`src/rtl/mem_port_arbiter.sv`:
```
// Shares one 32-bit memory port between instruction fetch and load/store.
// Data has priority; fetch is granted after STARVE_LIMIT contested losses.
module mem_port_arbiter #(
  parameter int TIMEOUT      = 255,
  parameter int STARVE_LIMIT = 4
) (
  input  logic        clk,
  input  logic        reset,
  input  logic        if_req,
  input  logic [31:0] if_addr,
  output logic        if_ready,
  output logic        if_resp_valid,
  output logic [31:0] if_resp_data,
  output logic        if_err,
  input  logic        d_req,
  input  logic [31:0] d_addr,
  input  logic [31:0] d_wdata,
  input  logic [3:0]  d_wmask,
  output logic        d_ready,
  output logic        d_resp_valid,
  output logic [31:0] d_resp_data,
  output logic        d_err,
  output logic        mem_req,
  output logic [31:0] mem_addr,
  output logic [31:0] mem_wdata,
  output logic [3:0]  mem_wmask,
  input  logic        mem_ack,
  input  logic        mem_resp_valid,
  input  logic [31:0] mem_rdata
);

  localparam int TW = (TIMEOUT < 2) ? 1 : $clog2(TIMEOUT + 1);
  localparam int SW = (STARVE_LIMIT < 2) ? 1 : $clog2(STARVE_LIMIT + 1);
  localparam logic [TW-1:0] TLAST = TW'((TIMEOUT == 0) ? 0 : TIMEOUT - 1);
  localparam logic [SW-1:0] SMAX  = SW'(STARVE_LIMIT);

  typedef enum logic [1:0] {
    S_IDLE,
    S_ISSUE,
    S_WAIT
  } state_t;

  state_t        r_state;
  state_t        w_next;
  logic          r_own_d;
  logic [31:0]   r_addr;
  logic [31:0]   r_wdata;
  logic [3:0]    r_wmask;
  logic [TW-1:0] r_tcnt;
  logic [SW-1:0] r_starve;
  logic          r_if_rv;
  logic          r_if_err;
  logic [31:0]   r_if_rdata;
  logic          r_d_rv;
  logic          r_d_err;
  logic [31:0]   r_d_rdata;

  logic w_idle;
  logic w_busy;
  logic w_if_win;
  logic w_d_win;
  logic w_grant;
  logic w_expire;
  logic w_done;
  logic w_fin;

  assign w_idle   = (r_state == S_IDLE);
  assign w_busy   = !w_idle;
  assign w_if_win = w_idle && if_req &&
                    (!d_req || (r_starve == SMAX));
  assign w_d_win  = w_idle && d_req && !w_if_win;
  assign w_grant  = w_if_win || w_d_win;
  // A response in the expiry cycle beats the timeout.
  assign w_expire = (TIMEOUT != 0) && w_busy &&
                    (r_tcnt == TLAST);
  assign w_done   = (r_state == S_WAIT) && mem_resp_valid;
  assign w_fin    = w_done || w_expire;

  always_comb begin
    w_next = r_state;
    unique case (r_state)
      S_IDLE: begin
        if (w_grant) w_next = S_ISSUE;
      end
      S_ISSUE: begin
        if (w_expire)     w_next = S_IDLE;
        else if (mem_ack) w_next = S_WAIT;
      end
      S_WAIT: begin
        if (w_fin) w_next = S_IDLE;
      end
      default: w_next = S_IDLE;
    endcase
  end

  always_ff @(posedge clk or posedge reset) begin
    if (reset) begin
      r_state    <= S_IDLE;
      r_own_d    <= 1'b0;
      r_addr     <= '0;
      r_wdata    <= '0;
      r_wmask    <= '0;
      r_tcnt     <= '0;
      r_starve   <= '0;
      r_if_rv    <= 1'b0;
      r_if_err   <= 1'b0;
      r_if_rdata <= '0;
      r_d_rv     <= 1'b0;
      r_d_err    <= 1'b0;
      r_d_rdata  <= '0;
    end else begin
      r_state  <= w_next;
      r_if_rv  <= 1'b0;
      r_if_err <= 1'b0;
      r_d_rv   <= 1'b0;
      r_d_err  <= 1'b0;
      if (w_grant) begin
        r_own_d <= w_d_win;
        r_addr  <= w_d_win ? d_addr : if_addr;
        r_wdata <= w_d_win ? d_wdata : '0;
        r_wmask <= w_d_win ? d_wmask : '0;
        r_tcnt  <= '0;
      end else if (w_busy) begin
        r_tcnt <= r_tcnt + 1'b1;
      end
      if (w_fin) begin
        if (r_own_d) begin
          r_d_rv    <= 1'b1;
          r_d_err   <= !w_done;
          r_d_rdata <= w_done ? mem_rdata : '0;
        end else begin
          r_if_rv    <= 1'b1;
          r_if_err   <= !w_done;
          r_if_rdata <= w_done ? mem_rdata : '0;
        end
      end
      if (w_d_win && if_req) begin
        if (r_starve != SMAX) r_starve <= r_starve + 1'b1;
      end else if (w_if_win || !if_req) begin
        r_starve <= '0;
      end
    end
  end

  // Ready is combinational, so gate it while reset holds outputs low.
  assign if_ready      = w_if_win && !reset;
  assign d_ready       = w_d_win && !reset;
  assign if_resp_valid = r_if_rv;
  assign if_err        = r_if_err;
  assign if_resp_data  = r_if_rdata;
  assign d_resp_valid  = r_d_rv;
  assign d_err         = r_d_err;
  assign d_resp_data   = r_d_rdata;
  assign mem_req       = (r_state == S_ISSUE);
  assign mem_addr      = mem_req ? (r_addr & 32'hFFFF_FFFC) : '0;
  assign mem_wdata     = mem_req ? r_wdata : '0;
  assign mem_wmask     = mem_req ? r_wmask : '0;

endmodule

```
`config.mk`:
```
export PLATFORM = sky130hd
export DESIGN_NAME = mem_port_arbiter
export DESIGN_NICKNAME = d
export VERILOG_FILES = /design/src/rtl/mem_port_arbiter.sv
export SDC_FILE = /design/constraint.sdc
export NUM_CORES = 1
export LEC_CHECK = 0
export CAP_MARGIN = 20
export CORE_MARGIN = 1.5
export CORE_UTILIZATION = 47
export CTS_CLUSTER_DIAMETER = 200
export DETAILED_ROUTE_END_ITERATION = 10
export GPL_TIMING_DRIVEN = 1
export PLACE_DENSITY_LB_ADDON = 0.15
export SYNTH_ARGS = -nofsm -noshare
export SYNTH_HDL_FRONTEND = slang
export SYNTH_SLANG_ARGS = --single-unit
```
`constraint.sdc`:
```
create_clock -name clk -period 9.1 [get_ports clk]
set_input_delay 1.82 -clock clk [delete_from_list [all_inputs] [get_ports clk]]
set_output_delay 1.82 -clock clk [all_outputs]
set_load 0.02 [all_outputs]
```
==> flow_metrics.py, run 1 <==
metrics = {
    "run_status": {
        "status": "finished clean",
    },
    "placement": {
        "gp_congestion": 0.7955,
        "place_ws_ns": 3.219,
        "post_dp_cell_area_sq_mm": 0.009792,
        "place_hpwl_mm": 13.45,
        "portBuffers": 270,
    },
    "sta": {
        "finalSetupTns_ns": 0,
        "fin_ws_ns": 3.192,
        "rsz0062_at_grt": "false",
        "max_freq_mhz": 169.3,
        "worstMarginPinSlew_ns": 0.8405,
        "drv_slew": 0,
        "finalHoldViolCount": 0,
        "max_slew_margin_pct": 43.83,
        "setup_violations": 0,
        "final.min_clock_period_ns": 5.908,
        "min_period_over_period_pct": 64.92,
        "skew_ns": 0.007514,
    },
    "global_routing": {
        "grt_max_degree": 81,
        "grt_pass1_wl_mm": 32.80,
        "met2_usage_pct": 43.14,
        "gr-usage-met1_pct": 32.34,
        "antenna_found_initial": 0,
        "grt_busiest_layer": "met2",
        "grt_overflow": 0,
        "track_usage_pct": 26.02,
        "grt_pass1_vias": 6465,
        "grt_util_met3_pct": 8.002,
    },
    "routing": {
        "num_vias": 6318,
        "drtIter0Drc": 463,
        "avgViaCountPerCell": 5.562,
        "wl_mm": 20.48,
        "drt_first_pass_iters": 5,
        "wl_per_cell_microns": 18.02,
        "postRouteAntennaNets": 0,
        "drc_errors": 0,
    },
    "power": {
        "fin_total_pwr_w": 0.003503,
        "power.density_mw_per_mm2": 335.8,
        "irDropWorstVdd_mv": 0.2020,
        "p_leak_nw": 4.591,
    },
    "yosys": {
        "synthSimpleGateAreaFrac_pct": 13.92,
        "yosysTopAreaCell": "dfrtp_1",
        "synth_top_area_share_pct": 52.69,
        "synth_area_leaders": "dfrtp_1 (53%), and2_1 (6.1%), o21ai_0 (5.3%)",
        "postSynthCellCount": 702,
        "synth_compound_area_share_pct": 23.94,
        "syn_area_per_cell_sq_um": 10.01,
        "synth_edf_count": 0,
        "synth_adder_area_share_pct": 0.7120,
        "synth_xor_area_share_pct": 0.3738,
        "synth_seq_cells": 148,
        "yosysUniqueCellTypes": 45,
        "async_reset_ff_share_pct": 100.0,
        "syn_area_sq_mm": 0.007029,
        "ys_seq_area_share_pct": 52.69,
        "yosys_warnings": 0,
        "synth.area.mux_share_pct": 0,
        "synth_flop_cell": "dfrtp_1",
        "synth_top_family_by_area": "compound AO/OA/AOI/OAI gates",
    },
    "clocking": {
        "cts_setup_buffers": 0,
        "cts-hold-fix-buffers": 0,
        "post_cts_resized": 0,
        "clk_pin_slew_ns": 0.06,
        "clk_latency_ns": 0.42,
        "cts-buffers-inserted": 17,
        "cts_buffer_depth": 2,
        "h-tree-depth": 4,
        "cts_root_buf": "clkbuf_16",
        "tritoncts": "done",
        "cts_sinks": 148,
    },
    "die": {
        "die_w_microns": 125.3,
        "chipHeight_microns": 125.3,
        "die-area_sq_mm": 0.01570,
        "initial_core_util_pct": 48.18,
        "ioPinCount": 277,
        "row_count": 44,
        "core_area_sq_mm": 0.01459,
    },
    "critical_path": {
        "end_kind": "output pin",
        "path_max_fanout": 34,
        "crit_start": "if_req",
        "setup.reg_to_reg.worst_slack_ns": 6.56,
        "startpoint_type": "input port",
        "critical_path_arrival_ns": 4.09,
        "regToRegEndpoint": "r_wdata[18]$_DFFE_PP0P_",
        "critical_path_class": "in2out",
        "crit_path_end": "d_ready",
        "cp.required_ns": 7.28,
        "timing.rr.start": "r_starve[0]$_DFFE_PP0P_",
        "reg2reg_depth": 6,
    },
    "cells_and_area": {
        "layout-drive-gt1-share_pct": 5.777,
        "nFillCells": 1059,
        "stdcell_area_sq_mm": 0.01043,
        "antennaDiodeCount": 0,
        "register_area_sq_mm": 0.003705,
        "multiInputGateArea_sq_mm": 0.002771,
        "syn_to_final_growth_pct": 48.42,
        "layout.nets": 1082,
        "fin_util_pct": 71.51,
    },
    "hold_path": {
        "hold_path.class": "reg2reg",
    },
    "run": {
        "maxCapViolCount": 0,
    },
}
[cell usage in the layout (no fill, tap or decap), drive strengths merged, types with 3 or more instances in the layout]
cell and instances:
xor2 3, clkdlybuf4s50 270, o21ai 102, clkbuf 20
or3 3, o211ai 31, nor3b 4, or2 3
inv 69, a2bb2oi 32, a21oi 7, clkinvlp 5
nand3 64, clkinv 3, ha 4, nor2 8
dfrtp 148, buf 13, o2111ai 3, a22o 36
nand2 5, and2 68, a22oi 32
[power breakdown]
group | internal [W] | leakage, nW | switching [W]
logic | 0.000836 | 2.68 | 0.000894
clock network | 0.000417 | 0.271 | 0.000275
registers | 0.000912 | 1.64 | 0.000168
total | 0.00217 | 4.59 | 0.00134
[logic make-up (layout without fill, tap and decap cells)]
kind of cell | after synthesis | in the layout
AO/OA/AOI/OAI | 248 | 248
XOR/XNOR | 3 | 3
adder cells (fa/ha/maj) | 4 | 4
buffers and inverters | 133 | 382
flip-flops | 148 | 148
other | 1 | 2
AND/OR/NAND/NOR | 165 | 165
[Yosys cell counts (3+ instances only)]
cell type  number
o2111ai_1       3
o211ai_1       31
buf_4           8
clkbuf_1       32
a21oi_1         7
xor2_1          3
a22oi_1        32
buf_6           4
a22o_1         36
or3_1           3
inv_1          68
ha_1            4
nand2_1         5
o21ai_0        74
buf_2          18
and2_1         68
dfrtp_1       148
nor2_1          7
nand3_1        63
o21ai_1        27
a2bb2oi_1      32
nor3b_1         3
[sequential cells by signal, indices dropped and copies added, names as in the netlist]
name           count
d_resp_valid       1
d_resp_data       32
if_resp_data      32
r_tcnt             8
if_err             1
r_state            2
d_err              1
r_wmask            4
r_starve           3
r_own_d            1
r_wdata           32
if_resp_valid      1
r_addr            30
[layout make-up]
| type | count | area share, % |
|---|---|---|
| clock inverter | 11 | 1.235 |
| inverter | 68 | 2.495 |
| timing repair buffer | 283 | 27.61 |
| multi-input combinational | 422 | 26.57 |
| clock buffer | 20 | 4.378 |
| sequential | 148 | 35.51 |
| tap | 184 | 2.207 |
[routing by layer]
metal	vias up	wire [microns]	share of wire, %
met4	0	463	2.3
met3	32	1691	8.3
met2	273	9755	48
li1	2941	-	-
met1	3072	8565	42
met5	-	0	0
[stage by stage]
step                hold WS (ns)  cells
floorplan                 0.4644    703
global placement          0.4798   1101
detailed placement        0.4848   1103
CTS                       0.5007   1134
global route              0.5066   1136
finish                    0.4967   1136
[worst min path at each step]
stage | from | end | cells after the start | slack, ns
5_1_grt | r_wdata[31]$_DFFE_PP0P_ | r_wdata[31]$_DFFE_PP0P_ | 1 | 0.51
6_report | r_wdata[4]$_DFFE_PP0P_ | r_wdata[4]$_DFFE_PP0P_ | 1 | 0.50
3_5_place_dp | r_wdata[21]$_DFFE_PP0P_ | r_wdata[21]$_DFFE_PP0P_ | 1 | 0.48
2_1_floorplan | r_wdata[0]$_DFFE_PP0P_ | r_wdata[0]$_DFFE_PP0P_ | 1 | 0.46
3_3_place_gp | r_wdata[17]$_DFFE_PP0P_ | r_wdata[17]$_DFFE_PP0P_ | 1 | 0.48
4_1_cts | r_wdata[11]$_DFFE_PP0P_ | r_wdata[11]$_DFFE_PP0P_ | 1 | 0.50
[critical path, stage by stage]
cell and delay, ns:
clkdlybuf4s50_1 0.62, nand3_2 0.63, and3_1 0.47, clkdlybuf4s50_1 0.53
Note: power is estimated with default switching activity, not from simulation.
==> run 2, diff against run 1 <==
--- a/config.mk
+++ b/config.mk
@@ -7,7 +7,7 @@
 export LEC_CHECK = 0
 export CAP_MARGIN = 20
 export CORE_MARGIN = 1.5
-export CORE_UTILIZATION = 47
+export CORE_UTILIZATION = 40
 export CTS_CLUSTER_DIAMETER = 200
 export DETAILED_ROUTE_END_ITERATION = 10
 export GPL_TIMING_DRIVEN = 1
==> constraint.sdc (replaced) <==
create_clock -name clk -period 4.8 [get_ports clk]
set_input_delay 0.96 -clock clk [delete_from_list [all_inputs] [get_ports clk]]
set_output_delay 0.96 -clock clk [all_outputs]
set_load 0.02 [all_outputs]
==> run 2 against run 1 <==
Compared with the run above:
- hold slack about the same
- highest routed layer unchanged
- critical endpoint is now mem_wdata[11]
- global-route usage is 3.3 points lower
- routed wire length grew 0.62%
- critical path depth stayed put
- sequential power rose by 89%
- flip-flop and latch count did not move
- first-iteration DRC count decreased by 25%
- clock skew is 0.0054 ns higher
- via count down 3.0%
- utilization fell by 11 points
- largest power group unchanged
==> flow_metrics.py, run 2 (synthesis results as in run 1) <==
metrics = {
    "clocking": {
        "cts_buffer_depth": 2,
        "cts-buffers-inserted": 17,
        "post_cts_resized": 0,
        "h-tree-depth": 4,
        "clk_pin_slew_ns": 0.06,
        "cts-hold-fix-buffers": 0,
        "clk_latency_ns": 0.43,
        "tritoncts": "done",
        "cts_root_buf": "clkbuf_16",
        "cts_sinks": 148,
        "cts_setup_buffers": 0,
    },
    "critical_path": {
        "path_max_fanout": 60,
        "slowest_delay_ns": 0.68,
        "critical_path_class": "reg2out",
        "path_cells": "nor2b_4 -> buf_4 -> and2_1 -> clkdlybuf4s50_1",
        "critical_path_arrival_ns": 2.85,
        "cp.required_ns": 3.84,
        "startpoint_type": "flop",
        "slowest_stage": "dfrtp_1",
        "end_kind": "output pin",
    },
    "sta": {
        "rsz0062_at_grt": "false",
        "drv_slew": 0,
        "finalSetupTns_ns": 0,
        "max_freq_mhz": 262.4,
        "worstMarginPinSlew_ns": 0.9031,
        "finalHoldViolCount": 0,
        "max_slew_margin_pct": 39.79,
        "setup_violations": 0,
        "min_period_over_period_pct": 79.39,
        "skew_ns": 0.01294,
        "final.min_clock_period_ns": 3.811,
    },
    "power": {
        "p_leak_nw": 4.596,
        "irDropWorstVdd_mv": 0.2829,
        "seq_power_share_pct": 30.9,
        "intPower_w": 0.004079,
        "p_clk_share_pct": 20.0,
        "comb_power_share_pct": 49.1,
        "power.density_mw_per_mm2": 631.1,
        "p_sw_share_pct": 38.20,
        "p_switching_w": 0.002521,
        "fin_total_pwr_w": 0.006600,
    },
    "run_status": {
        "status": "finished clean",
    },
    "hold_path": {
        "hold_path.class": "reg2reg",
    },
    "global_routing": {
        "track_usage_pct": 22.69,
        "grt_max_degree": 79,
        "antenna_found_initial": 0,
        "grt_overflow": 0,
        "grt_pass1_vias": 6204,
        "grt_pass1_wl_mm": 32.35,
    },
    "routing": {
        "wl_mm": 20.60,
        "drtIter0Drc": 347,
        "drc_errors": 0,
        "num_vias": 6131,
        "postRouteAntennaNets": 0,
        "wl_per_cell_microns": 17.44,
        "avgViaCountPerCell": 5.191,
        "drt_first_pass_iters": 4,
    },
    "cells_and_area": {
        "final_common_cell": "clkdlybuf4s50_1",
        "layout_common_cells": "clkdlybuf4s50_1 (270), dfrtp_1 (147), o21ai_0 (74), and2_1 (67), inv_1 (67)",
        "antennaDiodeCount": 0,
        "syn_to_final_growth_pct": 48.77,
        "layout-drive-gt1-share_pct": 6.067,
        "layout.nets": 1085,
    },
    "run": {
        "maxCapViolCount": 0,
    },
    "die": {
        "row_count": 48,
        "die_w_microns": 135.6,
        "die-area_sq_mm": 0.01838,
        "core_area_sq_mm": 0.01724,
        "ioPinCount": 277,
        "chipHeight_microns": 135.6,
        "initial_core_util_pct": 40.78,
    },
    "placement": {
        "gp_congestion": 0.7609,
        "portBuffers": 270,
        "place_hpwl_mm": 13.29,
    },
}
-- run 2: changes by cell type in the layout (fill, tap and decap cells not counted), sizes merged --
cell      previous run  this run
inv                 69        70
clkinv               3         4
clkinvlp             5         3
buf                 13        16
clkbuf              20        21
-- run 2: final cells by class --
cell class / instances / area [sq um]
Clock buffer: 21 / 460.4
Clock inverter: 11 / 125.1
Fill cell: 1499 / 6779
Inverter: 68 / 259.0
Multi-Input combinational cell: 422 / 2771
Sequential cell: 148 / 3705
Tap cell: 225 / 281.5
Timing Repair Buffer: 286 / 2855
-- run 2: power groups by stage --
| stage | clock (W) | combinational, W | sequential, W |
|---|---|---|---|
| 2_1_floorplan | 0 | 0.00180 | 0.00219 |
| 3_3_place_gp | 0 | 0.00321 | 0.00204 |
| 3_5_place_dp | 0 | 0.00325 | 0.00205 |
| 4_1_cts | 0.00136 | 0.00326 | 0.00204 |
| 5_1_grt | 0.00141 | 0.00352 | 0.00210 |
| 6_report | 0.00132 | 0.00324 | 0.00204 |
-- run 2: metrics by stage --
| stage | cell area (sq um) | utilization (%) | setup WS [ns] | hold slack [ns] | cells |
|---|---|---|---|---|---|
| after floorplan | 7037 | - | 0.1935 | 0.4644 | 703 |
| after global placement | 9844 | 57.11 | 1.243 | 0.4791 | 1148 |
| after detailed placement | 9844 | 57.11 | 1.276 | 0.4840 | 1148 |
| after CTS | 10430 | 60.51 | 0.9280 | 0.5004 | 1180 |
| after global routing | 10460 | 60.67 | 0.7750 | 0.5091 | 1181 |
| final | 10460 | 60.67 | 0.9893 | 0.4965 | 1181 |
-- run 2: routing by layer --
layer  GRT usage, %  vias to the layer above  wire [microns]
met5              0                        -               0
met4          7.467                        0             234
met3          9.278                       15            1909
met2          35.11                      232            9560
met1          28.82                     2927            8897
li1               -                     2957               -
-- run 2: path summary, 6_finish.rpt --
check | start | cells after the start | slack (ns) | end
max in group asynchronous | reset | 5 | 2.42 | r_wdata[1]$_DFFE_PP0P_
hold reg to reg | r_wdata[6]$_DFFE_PP0P_ | 1 | 0.50 | r_wdata[6]$_DFFE_PP0P_
setup reg to reg | r_state[1]$_DFFE_PP0P_ | 5 | 2.28 | r_addr[7]$_DFFE_PP0P_
min in group asynchronous | reset | 3 | 1.21 | r_own_d$_DFFE_PP0P_
hold / removal | r_wdata[6]$_DFFE_PP0P_ | 1 | 0.50 | r_wdata[6]$_DFFE_PP0P_
setup / recovery | r_state[0]$_DFFE_PP0P_ | 4 | 0.99 | mem_wdata[11]
-- run 2: critical path: cells and delay by family, from the launching register on --
family,cells,cell delay [ns]
DFF,1,0.68
buffers and inverters,2,1.13
and+or+nand+nor,2,0.58
==> run 3, diff against run 2 <==
==> constraint.sdc (replaced) <==
create_clock -name clk -period 3.4 [get_ports clk]
set_input_delay 0.68 -clock clk [delete_from_list [all_inputs] [get_ports clk]]
set_output_delay 0.68 -clock clk [all_outputs]
set_load 0.02 [all_outputs]
==> run 3 against run 2 <==
Compared with the run above:
- sequential share of layout area fell by 0.068 points
- setup slack got worse by 0.57 ns
- register-to-register slack got worse by 0.92 ns
- critical path depth did not move
- power rose by 42%
- cell count did not move
- routed wire length fell by 1.5%
- clock-buffer cell count fell by 1
- first-iteration DRC count fell by 10%
==> flow_metrics.py, run 3 (synthesis results as in run 1) <==
metrics = {
    "run_status": {
        "status": "finished clean",
    },
    "sta": {
        "finalSetupTns_ns": 0,
        "min_period_over_period_pct": 87.70,
        "fin_ws_ns": 0.4181,
        "max_slew_margin_pct": 35.76,
        "rsz0062_at_grt": "false",
        "setup_violations": 0,
        "max_freq_mhz": 335.4,
        "final.min_clock_period_ns": 2.982,
        "finalHoldViolCount": 0,
        "worstMarginPinSlew_ns": 0.9636,
        "skew_ns": 0.01320,
        "drv_slew": 0,
    },
    "hold_path": {
        "hp-start": "r_wmask[3]$_DFFE_PP0P_",
        "hold_path.class": "reg2reg",
    },
    "routing": {
        "drt_first_pass_iters": 4,
        "drc_errors": 0,
        "drtIter0Drc": 311,
        "wl_mm": 20.30,
        "avgViaCountPerCell": 5.286,
        "wl_per_cell_microns": 17.19,
        "postRouteAntennaNets": 0,
        "num_vias": 6243,
    },
    "clocking": {
        "cts-hold-fix-buffers": 0,
        "post_cts_resized": 0,
        "cts_setup_buffers": 0,
        "cts_sinks": 148,
        "clk_pin_slew_ns": 0.06,
        "tritoncts": "done",
        "cts-buffers-inserted": 17,
        "clk_latency_ns": 0.42,
        "cts_buffer_depth": 2,
        "cts_root_buf": "clkbuf_16",
        "h-tree-depth": 4,
    },
    "cells_and_area": {
        "fin_util_pct": 60.79,
        "syn_to_final_growth_pct": 49.06,
        "final_common_cell": "clkdlybuf4s50_1",
        "layout.nets": 1086,
        "antennaDiodeCount": 0,
        "layout_common_cells": "clkdlybuf4s50_1 (270), dfrtp_1 (147), o21ai_0 (74), and2_1 (67), inv_1 (67)",
        "layout-drive-gt1-share_pct": 6.172,
        "nFillCells": 1468,
        "register_area_sq_mm": 0.003705,
        "multiInputGateArea_sq_mm": 0.002771,
        "stdcell_count": 1181,
    },
    "die": {
        "core_area_sq_mm": 0.01724,
        "initial_core_util_pct": 40.78,
        "chipHeight_microns": 135.6,
        "die-area_sq_mm": 0.01838,
        "die_w_microns": 135.6,
        "ioPinCount": 277,
        "row_count": 48,
    },
    "critical_path": {
        "path_max_fanout": 7,
        "timing.rr.start": "r_state[1]$_DFFE_PP0P_",
        "cp.required_ns": 2.72,
        "cpMostUsedCell": "clkdlybuf4s50_1",
        "startpoint_type": "input port",
        "end_kind": "output pin",
        "path_cells": "clkdlybuf4s50_1 -> nand2_1 -> a211oi_1 -> clkdlybuf4s50_1",
        "critical_path_class": "in2out",
        "slowest_stage": "clkdlybuf4s50_1",
        "critical_path_arrival_ns": 2.30,
        "crit_start": "if_req",
        "slowest_delay_ns": 0.64,
    },
    "power": {
        "p_leak_nw": 4.602,
        "fin_total_pwr_w": 0.009396,
        "power.density_mw_per_mm2": 896.8,
        "irDropWorstVdd_mv": 0.4603,
    },
    "global_routing": {
        "grt_max_degree": 76,
        "track_usage_pct": 22.64,
        "grt_pass1_wl_mm": 32.53,
        "grt_overflow": 0,
        "antenna_found_initial": 0,
        "grt_pass1_vias": 6308,
    },
    "placement": {
        "place_ws_ns": 0.4317,
        "gp_congestion": 0.7552,
        "dp.cells": 1150,
        "portBuffers": 270,
        "place_hpwl_mm": 13.09,
    },
    "run": {
        "maxCapViolCount": 0,
    },
}
==> run 3: critical path: cells and delay by family <==
kind | cells | cell delay (ns)
buffers and inverters | 2 | 1.27
AOI/OAI and AO/OA | 1 | 0.23
and+or+nand+nor | 1 | 0.12
==> run 3: power by group <==
group / internal, W / switching (W)
sequential: 0.00244 / 0.000396
combinational: 0.00223 / 0.00242
clock: 0.00119 / 0.000724
==> run 3: per-stage QoR <==
step	hold WS [ns]	area, sq um
CTS	0.5007	10480
finish	0.4964	10480
global route	0.5035	10480
detailed placement	0.4834	9872
floorplan	0.4644	7037
global placement	0.4786	9872
==> run 3: per-layer routing <==
| layer | vias to the layer above | wire [microns] | global-route usage, % |
|---|---|---|---|
| met5 | - | 0 | 0 |
| met4 | 0 | 555 | 9.558 |
| met3 | 33 | 1987 | 9.053 |
| met2 | 249 | 9150 | 34.40 |
| met1 | 3008 | 8606 | 28.56 |
| li1 | 2953 | - | - |
==> run 3: worst paths after layout <==
path / slack (ns) / cells after the start / endpoint
worst max register to register: 1.36 / 6 / r_addr[24]$_DFFE_PP0P_
worst min register to register: 0.50 / 1 / r_wmask[3]$_DFFE_PP0P_
worst max-delay path: 0.42 / 4 / if_ready
min in group asynchronous: 1.00 / 3 / d_resp_data[1]$_DFFE_PP0P_
max in group asynchronous: 1.75 / 3 / r_addr[29]$_DFFE_PP0P_
worst min-delay path: 0.50 / 1 / r_wmask[3]$_DFFE_PP0P_
==> run 3: area by class of cell <==
type | instances | area share [%]
sequential | 148 | 35.36
timing repair buffer | 287 | 27.25
multi-input combinational | 422 | 26.45
clock buffer | 20 | 4.359
tap | 225 | 2.687
inverter | 68 | 2.472
clock inverter | 11 | 1.421
